File: config.mk
export PLATFORM = sky130hd
export DESIGN_NAME = if_stage
export DESIGN_NICKNAME = d
export VERILOG_FILES = /design/src/rtl/if_stage.sv
export SDC_FILE = /design/constraint.sdc
export NUM_CORES = 1
export LEC_CHECK = 0
export CORE_MARGIN = 5
export CORE_UTILIZATION = 48
export DETAILED_ROUTE_END_ITERATION = 10
export PLACE_DENSITY = 0.82
export SKIP_LAST_GASP = 1
export SLEW_MARGIN = 20
export SYNTH_ARGS = -nofsm -noshare
export SYNTH_HDL_FRONTEND = slang
export SYNTH_SLANG_ARGS = --single-unit
File: constraint.sdc
create_clock -name clk -period 4.7 [get_ports clk]
set_input_delay 0.94 -clock clk [delete_from_list [all_inputs] [get_ports clk]]
set_output_delay 0.94 -clock clk [all_outputs]
set_load 0.01 [all_outputs]
File: src/rtl/if_stage.sv
// Instruction fetch stage: issues level-handshake reads of instruction memory,
// buffers a returned word across stalls and drives the IF/ID pipeline register.
module if_stage #(
    parameter logic [29:0] RESET_PC = 30'h0,
    parameter logic [31:0] ISA_NOP  = 32'h0
) (
    input  logic        clk,
    input  logic        reset,
    input  logic        stall,
    input  logic        flush,
    input  logic [29:0] new_pc,
    input  logic        br_taken,
    input  logic [29:0] br_addr,
    output logic        busy,
    output logic        imem_req,
    output logic [29:0] imem_addr,
    input  logic        imem_rdy,
    input  logic [31:0] imem_rd_data,
    output logic [29:0] if_pc,
    output logic [31:0] if_insn,
    output logic        if_en
);

    typedef enum logic [1:0] {StIdle, StReq, StHold} state_e;

    state_e      state_q, state_d;
    logic [29:0] fetch_pc_q, fetch_pc_d;
    logic [31:0] hold_insn_q, hold_insn_d;
    logic [29:0] if_pc_d;
    logic [31:0] if_insn_d;
    logic        if_en_d;
    logic        advance;
    logic [31:0] adv_insn;
    logic [29:0] seq_pc;

    assign imem_req  = (state_q == StReq);
    assign imem_addr = fetch_pc_q;
    assign busy      = (state_q == StReq) & ~imem_rdy;

    // Branch target replaces only the next fetch address; the current word is the delay slot.
    assign seq_pc = br_taken ? br_addr : fetch_pc_q + 30'd1;

    always_comb begin
        state_d     = state_q;
        fetch_pc_d  = fetch_pc_q;
        hold_insn_d = hold_insn_q;
        if_pc_d     = if_pc;
        if_insn_d   = if_insn;
        if_en_d     = if_en;
        advance     = 1'b0;
        adv_insn    = imem_rd_data;

        if (flush) begin
            if_en_d    = 1'b0;
            if_insn_d  = ISA_NOP;
            fetch_pc_d = new_pc;
            state_d    = StReq;
        end else begin
            unique case (state_q)
                StIdle: state_d = StReq;
                StReq: begin
                    if (imem_rdy) begin
                        if (stall) begin
                            hold_insn_d = imem_rd_data;
                            state_d     = StHold;
                        end else begin
                            advance  = 1'b1;
                            adv_insn = imem_rd_data;
                        end
                    end
                end
                StHold: begin
                    if (!stall) begin
                        advance  = 1'b1;
                        adv_insn = hold_insn_q;
                        state_d  = StReq;
                    end
                end
                default: state_d = StIdle;
            endcase

            if (advance) begin
                if_pc_d    = fetch_pc_q;
                if_insn_d  = adv_insn;
                if_en_d    = 1'b1;
                fetch_pc_d = seq_pc;
            end
        end
    end

    always_ff @(posedge clk or posedge reset) begin
        if (reset) begin
            state_q     <= StIdle;
            fetch_pc_q  <= RESET_PC;
            hold_insn_q <= 32'h0;
            if_pc       <= RESET_PC;
            if_insn     <= ISA_NOP;
            if_en       <= 1'b0;
        end else begin
            state_q     <= state_d;
            fetch_pc_q  <= fetch_pc_d;
            hold_insn_q <= hold_insn_d;
            if_pc       <= if_pc_d;
            if_insn     <= if_insn_d;
            if_en       <= if_en_d;
        end
    end

endmodule

==> reports/metrics.csv <==
stage,metric,value,unit
setup_path,Crit Path Max Fanout,4,
floorplanning,die height,125.2,µm
routing,WL final,18360,µm
finish,most frequent cells in the layout,"190 x clkdlybuf4s50_1, 127 x dfrtp_1, 62 x mux2_2",
place,Port-buffer cells,192,
clocking,TritonCTS Buffers,17,
setup_path,"Top cell by count, worst path",clkdlybuf4s50_1,
setup_path,CP endpoint kind,output pin,
routing,met3 wire length,1706,µm
synthesis,syn_nets,698,
clocking,CTS tree,yes,
synthesis,simple-gate share of the synthesized area,0.1301,
clocking,H-tree level count,4,
place,pre-CTS setup slack,1378,ps
global_routing,GRT Total Usage,0.2384,
routing,drt via density,5.746,
sta,share of the clock period used by the worst path,0.6502,
setup_path,worst reg2reg path depth,7,
finish,n_diodes,0,
setup_path,Worst path slowest cell,clkdlybuf4s50_1,
setup_path,Worst Path Arrival,2120,ps
synthesis,"Avg Cell Area, Syn",10.70,µm²
synthesis,mux cell area share after synthesis,0.1743,
routing,drt first pass iters,5,
clocking,post-CTS setup repair buffer count,0,
global_routing,largest net degree at the start of global routing,106,
synthesis,top_reg_cell synth,dfrtp_1,
finish,layout cells sized above 1,0.1467,
synthesis,"Seq/Total Area, Yosys",0.4990,
sta,post-route setup slack,1644,ps
floorplanning,Die X,125.2,µm
power_and_ir_drop,VDD IR max,0.2896,mV
place,HPWL after DPL,12600,µm
synthesis,Seq cells post-synth,127,
place,global placement routability congestion,0.8267,
floorplanning,I/O pin cnt,193,
floorplanning,floorplan row count,42,
sta,Min Hold Slack,493.0,ps
power_and_ir_drop,Leakage Power,3.887,nW
routing,Met1 Wirelength,7636,µm
synthesis,main combinational cell family by area after synthesis,multiplexers,
sta,Final setup viols,0,
clocking,Worst-path clk slew,60,ps
sta,count of final hold-check violations,0,
sta,Final Slew Violations,0,
sta,RSZ-0062 raised after global routing,no,
sta,worst-margin pin slew,1080,ps
finish,area delta synth->final,41.38,%
synthesis,Post-Synth XOR/XNOR Area,0.01513,
synthesis,Syn. warnings,0,
global_routing,vias in the first global route,5781,
power_and_ir_drop,PD cells,539.1,nW/µm²
clocking,post-CTS sizing,0,
floorplanning,CORE AREA,13140,µm²
routing,Via Count,5516,
synthesis,post-synth top area share,0.4990,
global_routing,grt ovf,0,
synthesis,post-synthesis compound-gate area fraction,0.1371,
min_path,WHS Path Cells,2,
synthesis,cell area after synthesis,6369,µm²
clocking,clock sinks,127,
routing,routed wire length per instance,19.13,µm
setup_path,Max stage delay on crit path,550,ps
routing,Top Layer Used,met4,
floorplanning,Initial Utilization,0.4848,
global_routing,initial antenna violation count,0,
synthesis,ys async rst share,1.000,
synthesis,Synth area leaders,"dfrtp_1 50%, mux2_2 11%, mux2i_1 6.3%",
place,Placed Area,8408,µm²
finish,layout net count,874,
synthesis,Post-Synthesis Cells,595,
setup_path,crit-path cells,clkdlybuf4s50_1 > nor2b_1 > clkdlybuf4s50_1,
setup_path,WP data required,3760,ps
routing,Initial DRC Count,583,
run,Max Cap Viol,0,
synthesis,"area leader, netlist",dfrtp_1,
sta,fmax,327.3,MHz
setup_path,Worst setup SP type,primary input,
finish,Finished Cell Area,9004,µm²
routing,met2 WL,8564,µm
routing,DRT antenna net count,0,
global_routing,global-route wire length before repair,30130,µm
clocking,Clock Path Buffers,2,
sta,Slew HR,0.2801,
routing,DRC,0,
synthesis,Post-synth EDFFs,0,
synthesis,area share of fa/ha/maj cells after synthesis,0.009823,
clocking,CTS root buf,clkbuf_16,
synthesis,synth unique cells,53,
setup_path,Setup Crit Path Kind,primary input to output pin,
clocking,"Hold-fix buffers, CTS",0,
min_path,Min-Delay Path Class,flop to flop,
finish,"commonest non-fill, non-tap cell in the layout",clkdlybuf4s50_1,
finish,final core occ,0.6853,
run_status,status,completed,
sta,Worst Clk Skew,7.547,ps
sta,Tmin final,3056,ps
sta,Total Neg Setup Slack,0,ps
clocking,later-pin clock latency in the skew report,420,ps
floorplanning,die footprint,15670,µm²
-- sequential cells by signal, summed over array words and instances (netlist names) --
| signal | count |
|---|---|
| if_pc | 30 |
| imem_addr | 30 |
| hold_insn_q | 32 |
| if_en | 1 |
| if_insn | 32 |
| state_q | 2 |
-- per-stage QoR --
stage	power, mW	std cells
2_1_floorplan	2.658	595
3_3_place_gp	3.453	928
3_5_place_dp	3.547	928
4_1_cts	4.883	960
5_1_grt	5.135	960
6_report	4.854	960
-- Yosys cell counts (all sizes together) (8+ instances only) --
| cell | count |
|---|---|
| and3 | 13 |
| dfrtp | 127 |
| nand3 | 16 |
| o21ai | 20 |
| nand4 | 8 |
| a211oi | 34 |
| nor2 | 53 |
| clkbuf | 26 |
| a21oi | 30 |
| mux2i | 40 |
| mux2 | 63 |
| inv | 14 |
| nor3 | 8 |
| nand2 | 36 |
| buf | 17 |
-- routing by layer --
layer | vias to the layer above | global-route usage
li1 | 2541 | -
met1 | 2666 | 0.3025
met2 | 268 | 0.3796
met3 | 41 | 0.07505
met4 | 0 | 0.09949
met5 | - | 0
-- path summary, 6_finish.rpt --
| path | from | endpoint | slack, ps |
|---|---|---|---|
| max | imem_rdy | busy | 1640 |
| min | if_en | if_en | 490 |
| max reg2reg | state_q[1] | if_insn[13] | 1990 |
| min reg2reg | if_en | if_en | 490 |
| max in group asynchronous | reset | state_q[0] | 2740 |
| min in group asynchronous | reset | if_insn[4] | 1030 |
-- logic make-up (layout without fill, tap and decap cells) --
family	Yosys count	in the layout
simple gates	164	164
compound gates	128	128
flops	127	127
mux	103	103
buf+inv	57	246
xor+xnor	11	11
fa+ha+maj	5	5
-- report_power, final --
| part | switching (mW) | total [mW] | internal [mW] |
|---|---|---|---|
| registers | 0.315 | 1.82 | 1.50 |
| clock network | 0.520 | 1.32 | 0.802 |
| logic | 0.737 | 1.71 | 0.976 |
| total | 1.57 | 4.85 | 3.28 |
-- critical path, delay by kind of cell --
kind | cells | cell delay [ps]
buf+inv | 2 | 1030
simple gates | 1 | 140
-- final cells by class --
cell class | count | area (µm²)
multi-input combinational | 411 | 2980
sequential | 127 | 3178
fill | 984 | 4134
timing repair buffer | 200 | 1974
tap | 176 | 220.2
inverter | 14 | 55.05
clock buffer | 18 | 439.2
clock inverter | 14 | 156.4
Power figures use the tool's default switching activity.
